## src/rtl/rr_arbiter.sv

```systemverilog
// N-way registered arbiter with fixed or round-robin priority, grant locking
// while the owner keeps requesting, and an optional hold limit that forces rotation.
module rr_arbiter #(
  parameter int N        = 8,
  parameter int MODE     = 1,
  parameter int MAX_HOLD = 0
) (
  input  logic                 clk,
  input  logic                 rst_n,
  input  logic [N-1:0]         req,
  output logic [N-1:0]         gnt,
  output logic                 gnt_valid,
  output logic [$clog2(N)-1:0] gnt_id
);

  localparam int IW = $clog2(N);
  localparam int HW = (MAX_HOLD == 0) ? 1 : $clog2(MAX_HOLD + 1);
  localparam logic [IW:0]   NV        = (IW + 1)'(N);
  localparam logic [N-1:0]  ONE       = {{(N - 1){1'b0}}, 1'b1};
  localparam logic [HW-1:0] HOLD_LAST = HW'((MAX_HOLD == 0) ? 0 : MAX_HOLD - 1);

  typedef enum logic {IDLE, OWNED} state_t;

  state_t        state_q, state_d;
  logic [IW-1:0] ptr_q, ptr_d;
  logic [HW-1:0] hold_q, hold_d;
  logic [N-1:0]  gnt_d;
  logic [IW-1:0] id_d;

  logic [N-1:0]  others;
  logic [IW-1:0] start;
  logic [IW:0]   cand;
  logic [IW:0]   after_win;
  logic          found;
  logic [IW-1:0] win;
  logic [IW-1:0] win_ptr;
  logic          owner_req;
  logic          timeout;
  logic          take;

  // The owner's own bit is masked out of the search: when the owner has dropped
  // its request the mask changes nothing, and on timeout it excludes the owner.
  always_comb begin
    others = req & ~gnt;
    start  = (MODE != 0) ? ptr_q : '0;
    found  = 1'b0;
    win    = '0;
    cand   = '0;
    for (int k = 0; k < N; k++) begin
      cand = {1'b0, start} + (IW + 1)'(k);
      if (cand >= NV) cand = cand - NV;
      if (!found && others[cand[IW-1:0]]) begin
        found = 1'b1;
        win   = cand[IW-1:0];
      end
    end
    after_win = {1'b0, win} + 1'b1;
    win_ptr   = (after_win == NV) ? '0 : after_win[IW-1:0];
  end

  assign owner_req = |(req & gnt);
  assign timeout   = (MAX_HOLD != 0) && (hold_q == HOLD_LAST);

  always_comb begin
    state_d = state_q;
    ptr_d   = ptr_q;
    hold_d  = hold_q;
    gnt_d   = gnt;
    id_d    = gnt_id;
    take    = 1'b0;
    case (state_q)
      IDLE: begin
        if (found) take = 1'b1;
      end
      OWNED: begin
        if (!owner_req) begin
          if (found) begin
            take = 1'b1;
          end else begin
            state_d = IDLE;
            gnt_d   = '0;
            id_d    = '0;
            hold_d  = '0;
          end
        end else if (timeout) begin
          // Sole requester at the limit keeps the grant with a fresh window.
          if (found) take = 1'b1;
          else       hold_d = '0;
        end else if (MAX_HOLD != 0) begin
          hold_d = hold_q + 1'b1;
        end
      end
      default: state_d = IDLE;
    endcase
    if (take) begin
      state_d = OWNED;
      gnt_d   = ONE << win;
      id_d    = win;
      hold_d  = '0;
      if (MODE != 0) ptr_d = win_ptr;
    end
  end

  always_ff @(posedge clk) begin
    if (!rst_n) begin
      state_q   <= IDLE;
      ptr_q     <= '0;
      hold_q    <= '0;
      gnt       <= '0;
      gnt_valid <= 1'b0;
      gnt_id    <= '0;
    end else begin
      state_q   <= state_d;
      ptr_q     <= ptr_d;
      hold_q    <= hold_d;
      gnt       <= gnt_d;
      gnt_valid <= (state_d == OWNED);
      gnt_id    <= id_d;
    end
  end

endmodule
```

## config.mk

```make
export PLATFORM = sky130hd
export DESIGN_NAME = rr_arbiter
export DESIGN_NICKNAME = d
export VERILOG_FILES = /design/src/rtl/rr_arbiter.sv
export SDC_FILE = /design/constraint.sdc
export NUM_CORES = 1
export LEC_CHECK = 0
export BUFFER_PORTS_ARGS = -buffer_cell sky130_fd_sc_hd__buf_4
export CORE_MARGIN = 4
export CORE_UTILIZATION = 53
export CTS_CLUSTER_DIAMETER = 200
export DETAILED_ROUTE_END_ITERATION = 6
export PLACE_DENSITY_LB_ADDON = 0.25
export SKIP_LAST_GASP = 1
export SYNTH_ARGS = -nofsm -noshare
export SYNTH_HDL_FRONTEND = slang
export SYNTH_SLANG_ARGS = --single-unit
```

## constraint.sdc

```tcl
create_clock -name clk -period 3.52 [get_ports clk]
set_input_delay 0 -clock clk [delete_from_list [all_inputs] [get_ports clk]]
set_output_delay 0 -clock clk [all_outputs]
set_load 0.02 [all_outputs]
```

After elaboration in Yosys (flattened, before gate mapping)
Cells that the tools add are included.
{"block": "classes", "addsub": 16, "n_lt_le_gt_ge": 16, "eq_ne": 3, "shift": 1, "mux": 55, "bitwise": 4, "reduce_logical": 17}
{"cell": "$mux W3", "n": 21}
{"cell": "$lt A3 B4 Y1 const B", "n": 8}
{"cell": "$mux W8", "n": 4}
{"cell": "$ge A4 B4 Y1 const B", "n": 7}
{"cell": "$bmux W1 S3", "n": 8}
{"cell": "$sub A3 B1 Y3 const B", "n": 8}
{"cell": "$mux W1", "n": 21}
{"cell": "$add A3 B3 Y4 const B", "n": 4}
{"cell": "$and A8 B8 Y8", "n": 2}
{"cell": "$add A3 B1 Y4 const B", "n": 2}
{"cell": "$add A3 B2 Y4 const B", "n": 2}
{"cell": "$not A8 Y8", "n": 1}
{"cell": "$reduce_or A8 Y1", "n": 1}
{"cell": "$shl A1 B3 Y8 const A", "n": 1}
{"cell": "$logic_and A1 B1 Y1", "n": 7}
{"cell": "$logic_not A1 Y1", "n": 7}
{"cell": "$eq A4 B4 Y1 const B", "n": 1}
{"cell": "$ge A3 B4 Y1 const B", "n": 1}
{"cell": "$ne A2 B1 Y1 const B", "n": 2}
{"cell": "$reduce_and A3 Y1", "n": 1}
{"cell": "$pmux W1 S2", "n": 1}
{"cell": "$reduce_bool A2 Y1", "n": 1}
{"cell": "$not A1 Y1", "n": 1}
{"block": "totals", "ff_bits": 15}

Depth between registers and ports, before layout
Gate-level depths: netlist (run 1).
{"block": "logic_depth", "word_depth": 31, "ltp_mapped": 14}

Least setup slack after synthesis (run 1)
OpenSTA, ideal clock, no wires.
{"block": "synth_timing", "path_kind": "reg2reg", "start": "register ptr_q[1]", "end": "register ptr_q[2]", "t_arrival_ns": 3.293, "setup_slack_ns": 0.112, "path_stages_with_launch": 15, "path_cell_list": "dfxtp_1 -> buf_2 -> inv_1 -> ha_1 -> clkinv_1 -> mux4_2 -> mux2_2 -> nor3_1 -> nand3_1 -> a22oi_1 -> inv_1 -> ha_1 -> ha_1 -> mux2i_1 -> nor2_1"}
{"block": "synth_between", "elab_chain_len": 29, "elab_cells_between_ends": 83, "cone_classes": "16 x add/sub; 8 x order compare; 1 x eq/ne; 44 x mux; 14 x reduce/logical"}
{"element": "start, declared", "line_no": "25", "text": "logic [IW-1:0] ptr_q, ptr_d;"}
{"element": "start signal, assigned", "line_no": "114", "text": "ptr_q <= ptr_d;"}
{"element": "parallel branches: the longest is 29 deep, another holds $add A3 B1 Y4"}
Parallel ways; which one is timed is not known. The select of a mux whose other input is x is not followed.
A chain may end at the register's enable or synchronous reset.

Worst setup path in the final report (run 1)
{"block": "layout_timing", "start": "register ptr_q[0]", "end": "register ptr_q[2]"}
The elaborated chain is that of the path after synthesis.

==> results of run 1 <==
[cells by family (layout without fill, tap and decap cells)]
group           Yosys count  in the layout  synth area share, %
buf+inv                  17             48                 4.94
mux                      30             30                 25.3
fa+ha+maj                 8              8                 5.49
simple gates             64             64                 21.5
xor+xnor                  3              3                 1.85
flops                    15             15                 16.5
compound gates           55             55                 24.5
[stage by stage]
step | util [%] | setup WS, ns | power [W] | cell area, sq um | instances
after floorplan | - | 0.112 | 0.00163 | 1820 | 192
after global placement | 62.4 | 0.311 | 0.00213 | 2080 | 265
after detailed placement | 62.4 | 0.224 | 0.00217 | 2080 | 265
after CTS | 63.2 | 0.180 | 0.00227 | 2110 | 269
after global routing | 63.6 | 0.0493 | 0.00250 | 2120 | 269
final | 63.6 | 0.247 | 0.00232 | 2120 | 269
[power by group]
part / internal, W / switching [W] / total (W)
Sequential: 0.000225 / 0.0000641 / 0.000290
Combinational: 0.000857 / 0.00107 / 0.00193
Clock: 0.0000440 / 0.0000532 / 0.0000972
Total: 0.00113 / 0.00119 / 0.00232
[worst max-delay path: stages (launching register included)]
cell      delay [ns]
dfxtp_1         0.44
ha_1            0.34
xor2_1          0.29
mux4_2          0.40
mux2i_4         0.21
and4_4          0.29
o211ai_1        0.10
o211ai_1        0.39
ha_1            0.27
ha_1            0.24
mux2i_1         0.15
nor2_1          0.06
[worst min path at each step]
stage,startpoint,end,depth (start not counted)
2_1_floorplan,rst_n,ptr_q[0],2
5_1_grt,rst_n,ptr_q[0],3
4_1_cts,rst_n,ptr_q[0],3
3_3_place_gp,rst_n,state_q,3
3_5_place_dp,rst_n,ptr_q[0],3
6_report,rst_n,ptr_q[0],3
[synth_stat cells, drive strengths merged (2+ instances only)]
cell type / number / area [sq um]
and2: 4 / 27.5
o221ai: 3 / 26.3
mux2i: 14 / 153
xnor2: 2 / 25.0
nand3b: 2 / 15.0
and3: 2 / 12.5
nand2b: 10 / 62.6
nand2: 10 / 37.5
o21ai: 11 / 55.1
ha: 8 / 100
and2b: 3 / 25.0
nor4bb: 4 / 40.0
inv: 9 / 33.8
nor2: 7 / 26.3
a21oi: 4 / 20.0
a22o: 2 / 17.5
mux4: 11 / 252
nor4b: 3 / 26.3
a211oi: 2 / 15.0
mux2: 5 / 56.3
nor3: 4 / 20.0
nor2b: 7 / 43.8
buf: 7 / 52.5
a22oi: 6 / 45.0
a32o: 6 / 60.1
a41oi: 2 / 36.3
o211ai: 7 / 52.6
dfxtp: 15 / 300
nand3: 3 / 15.0
o22ai: 2 / 12.5
[placed cells by master, fill, tap and decap left out, types with 3 or more instances in the layout]
master	Yosys	routed
nor4b_1	3	3
mux2i_1	13	13
nor2_1	7	7
nand3_1	3	3
inv_2	3	3
nand2b_1	10	10
dfxtp_1	15	15
and2_1	3	3
a32o_1	6	6
nand2_1	10	10
inv_1	6	6
ha_1	8	7
mux4_2	10	10
o211ai_1	7	7
mux2_2	5	5
o21ai_0	10	10
o221ai_1	3	3
a22oi_1	6	5
buf_4	2	34
nor2b_1	7	7
nor4bb_1	4	4
a21oi_1	4	4
nor3_1	4	4
clkbuf_4	0	3
[state kept, by name, summed over array words and instances (netlist names)]
name     cells
ptr_q        3
gnt          8
gnt_id       3
state_q      1
[layer usage]
layer	vias to the layer above	track usage (%)
met5	-	0
met4	0	11.2
met3	13	1.85
met2	58	47.6
met1	859	33.3
li1	823	-
[final cells by class]
type / instances / area [sq um] / area share (%)
Multi-Input combinational cell: 160 / 1450 / 68.1
Tap cell: 46 / 57.6 / 2.71
Sequential cell: 15 / 300 / 14.1
Clock buffer: 4 / 26.3 / 1.24
Inverter: 10 / 37.5 / 1.77
Timing Repair Buffer: 34 / 255 / 12.0
[what timing repair did]
action	CTS	global route
setup endpoints to repair	0	1
buffers inserted	0	0
gates resized for setup	0	3
==> impl_metrics.tcl, run 1 <==
set metrics [dict create \
    status "finished clean" \
    yosysSeqAreaShare_pct 16.5 \
    groute.usage.overall_pct 26.9 \
    critPathKind "flip-flop to flip-flop" \
    ys_seq_elements 15 \
    grt_pass1_vias 1831 \
    drv_cap 0 \
    r2r_end "ptr_q[2]" \
    hold_buffers 0 \
    antennaDiodeCount 0 \
    clock_skew_ns 0.0113 \
    syn_inst 192 \
    hold_viol_final 0 \
    clock-sinks 15 \
    max_slew_margin_pct 63.9 \
    wl_met2_um 2760 \
    die_height_um 66.6 \
    critPathLaunchType "flip-flop" \
    hold_ws_ns 0.0256 \
    setup_violations 0 \
    gp_congestion 0.889 \
    die_w_um 66.6 \
    maxUsedRoutingLayer "met4" \
    rsz0062_at_grt "no" \
    wl_met1_um 2210 \
    worstPathArrival_ns 3.46 \
    routed-wl-met3_um 238 \
    max_freq_ghz 0.306 \
    antenna_found_initial 0 \
    vias 1753 \
    grt_max_degree 17 \
    start_util_pct 54.6 \
    grt_pass1_wl_um 9140 \
    viasPerCell 6.52 \
    post-route-period-util_pct 93.0 \
    endpoint "ptr_q[2]" \
    maxSlewViolCount 0 \
    std_cell_rows 21 \
    end_kind "flip-flop" \
    drt_iter0_markers 137 \
    overflow 0 \
    cts_root_buf "clkbuf_4" \
    path_max_fanout 5 \
    cts_made_buffers 3 \
    ys.flop_type "dfxtp_1" \
    cts.reportedPaths.clkPinSlew_ns 0.09 \
    routed_wl_um 5360 \
    timing.rr.start "ptr_q[0]" \
    required_ns 3.70 \
    final_nets 242 \
    synth.distinct_cells 57 \
    rrSetupSlack_ns 0.25 \
    synth_nets 210 \
    reg2reg_depth 11 \
    power.density_mw_per_mm2 1090 \
    yosys_warnings 0 \
    coreArea_sq_mm 0.00334 \
    clockBufferDepth 2 \
    dieArea_sq_mm 0.00444 \
    io_pins 22 \
    synth_edf_count 0 \
    clk_latency_ns 0.28 \
    drt_pass1_iterations 4 \
    cts_tree "yes" \
    vdd_drop_max_mv 0.579 \
    worst_slew_pin_slew_ns 0.534 \
    p_leak_nw 0.852 \
    routedWlPerCell_um 19.9 \
    tns_ns 0 \
    drc_errors 0 \
    hpwl_um 4390 \
    port_buffers 21 \
    layout-drive-gt1-share_pct 30.9 \
    area_growth_pct 16.6 \
    syn_avg_cell_area_sq_um 9.49 \
    synth_area_sq_mm 0.00182 \
    post-route-min-period_ns 3.27 \
    async_flop_share_pct 0 \
    cp-startpoint "ptr_q[0]" \
    fillCellCount 308 \
    holdCritPathClass "input port to flip-flop" \
    htreeDepth 1 \
    antenna_left 0 \
]
(Power assumes the default switching activity.)
==> run 2: changes to the inputs <==
ABC_AREA = 1   (was unset)
CORE_UTILIZATION = 52   (was 53)
==> run 2 against run 1 <==
Against the previous run:
- sequential share of layout area grew 3.2 points
- non-clock buffer count shrank 10
- design area is 18% lower
- worst setup slack improved by 0.31 ns
- die area down 12%
- largest cell class unchanged
==> impl_metrics.tcl, run 2 <==
set metrics [dict create \
    grt_pass1_wl_um 6340 \
    drv_cap 0 \
    clock-sinks 15 \
    post-route-period-util_pct 84.1 \
    groute.usage.overall_pct 19.7 \
    grt_max_degree 13 \
    area_growth_pct 12.0 \
    status "finished clean" \
    critPathLaunchType "flip-flop" \
    top_regs "gnt (8), gnt_id (3), ptr_q (3)" \
    drt_pass1_iterations 4 \
    holdPathStages 7 \
    yosys-top-cells-count "nand2_1, nand3_1, inv_1" \
    synth.distinct_cells 33 \
    synth_area_leaders "dfxtp_1, nand3_1, nand2_1" \
    reg2reg_depth 17 \
    cts.repair.resized 0 \
    layout-drive-gt1-share_pct 29.8 \
    critPathKind "flip-flop to flip-flop" \
    std_cell_rows 19 \
    cts.reportedPaths.clkPinSlew_ns 0.09 \
    min_to "state_q" \
    clk_latency_ns 0.28 \
    routed_wl_um 3750 \
    path_max_fanout 11 \
    tns_ns 0 \
    worst_slew_pin_slew_ns 0.576 \
    clock_skew_ns 0.00105 \
    cts_tree "yes" \
    holdCritPathClass "input port to flip-flop" \
    ys.flop_type "dfxtp_1" \
    min-delay-start "req[3]" \
    rrSetupSlack_ns 0.56 \
    layout.cells.non_filler 273 \
    htreeDepth 1 \
    max_stage_delay_ns 0.39 \
    async_flop_share_pct 0 \
    post-route-min-period_ns 2.96 \
    die_height_um 62.6 \
    synth_area_sq_mm 0.00155 \
    yosys_warnings 0 \
    dp.cells 268 \
    worstPathArrival_ns 3.14 \
    overflow 0 \
    antennaDiodeCount 0 \
    synth_nets 238 \
    io_pins 22 \
    drt_iter0_markers 119 \
    dieArea_sq_mm 0.00392 \
    synth_edf_count 0 \
    start_util_pct 55.2 \
    hold_viol_final 0 \
    drc_errors 0 \
    die_w_um 62.6 \
    port_buffers 21 \
    syn_inst 220 \
    largest_register_ffs 8 \
    gp_congestion 0.868 \
    cp_cell_sequence "inv_4 -> ha_1 -> inv_1 -> nand3_1 -> nand2_1 -> nor2_1 -> inv_1 -> o21ai_1 -> nor2_8 -> nand2_1 -> nand4_1 -> nand2_1 -> inv_1 -> ha_1 -> ha_1 -> o21ai_0 -> a21oi_1" \
    final_common_cell "nand2_1" \
    antenna_left 0 \
    synth_top_area_share_pct 19.4 \
    grt_pass1_vias 1389 \
    setup_violations 0 \
    antenna_found_initial 0 \
    clockBufferDepth 2 \
    ys_seq_elements 15 \
    yosys.area.top_type "dfxtp_1" \
    syn_avg_cell_area_sq_um 7.04 \
    timing.rr.start "ptr_q[0]" \
    yosysMostFrequentCell "nand2_1" \
    max_freq_ghz 0.338 \
    hpwl_um 3070 \
    required_ns 3.70 \
    final_nets 261 \
    r2r_end "ptr_q[2]" \
    viasPerCell 5.60 \
    regMostFlops "gnt" \
    rsz0062_at_grt "no" \
    cpMaxStageDelayCell "dfxtp_1" \
    end_kind "flip-flop" \
    yosysSeqAreaShare_pct 19.4 \
    coreArea_sq_mm 0.00281 \
    routedWlPerCell_um 13.7 \
    max_slew_margin_pct 61.2 \
    vias 1528 \
    cts_root_buf "clkbuf_4" \
    cts_made_buffers 3 \
    most-common-layout-cells "nand2_1, nand3_1, inv_1" \
    maxSlewViolCount 0 \
]
## run 2: worst max-delay path, delay by kind of cell, from the launching register on
family / cells / cell delay, ns
fa+ha+maj: 3 / 0.84
simple gates: 7 / 0.73
compound gates: 3 / 0.46
flops: 1 / 0.39
buf+inv: 4 / 0.39
## run 2: area by class of cell
class / count / area, sq um
flip-flops and latches: 15 / 300
well taps: 31 / 38.8
clock buffers: 4 / 26.3
inverters: 34 / 130
multi-input cells: 165 / 1060
repair buffers: 24 / 183
fillers: 297 / 1070
## run 2: worst max-delay path by stage
stage          cells after the start     start        to
2_1_floorplan                     19  ptr_q[0]  ptr_q[2]
4_1_cts                           17  ptr_q[0]  ptr_q[2]
3_5_place_dp                      17  ptr_q[0]  ptr_q[2]
6_report                          17  ptr_q[0]  ptr_q[2]
5_1_grt                           17  ptr_q[0]  ptr_q[2]
3_3_place_gp                      17  ptr_q[0]  ptr_q[2]
## run 2: timing repair
action / CTS / global route
hold buffers: 1 / 0
setup buffers: 0 / 0
endpoints found under the hold margin: 3 / 0
## run 2: metrics by stage
step / hold slack (ns) / util [%] / instance area [sq um] / setup WS, ns
6_report: 0.287 / 61.9 / 1740 / 0.561
5_1_grt: 0.319 / 61.9 / 1740 / 0.204
4_1_cts: 0.274 / 61.9 / 1740 / 0.532
3_5_place_dp: 0.249 / 60.6 / 1700 / 0.567
3_3_place_gp: 0.252 / 60.6 / 1700 / 0.635
2_1_floorplan: 0.125 / - / 1550 / 0.700
## run 2: cell families (layout without fill, tap and decap cells)
kind of cell / count (synthesis) / count (layout) / share of synthesized area, %
adders and majority gates: 8 / 8 / 6.46
DFF: 15 / 15 / 19.4
buffers and inverters: 40 / 62 / 12.4
and+or+nand+nor: 126 / 126 / 47.1
xor gates and xnor gates: 3 / 3 / 2.18
AOI/OAI and AO/OA: 28 / 28 / 12.5
## run 2: metal layers
| metal | part of all wire (%) | up-vias | track usage [%] |
|---|---|---|---|
| li1 | - | 774 | - |
| met3 | 6.9 | 6 | 4.32 |
| met4 | 1.4 | 0 | 3.31 |
| met5 | 0 | - | 0 |
| met1 | 46 | 695 | 25.6 |
| met2 | 46 | 53 | 33.7 |
Power of run 2 is left out: the tool's default activity adds up to more than one toggle a clock period on the data nets, which glitch-free logic cannot reach.
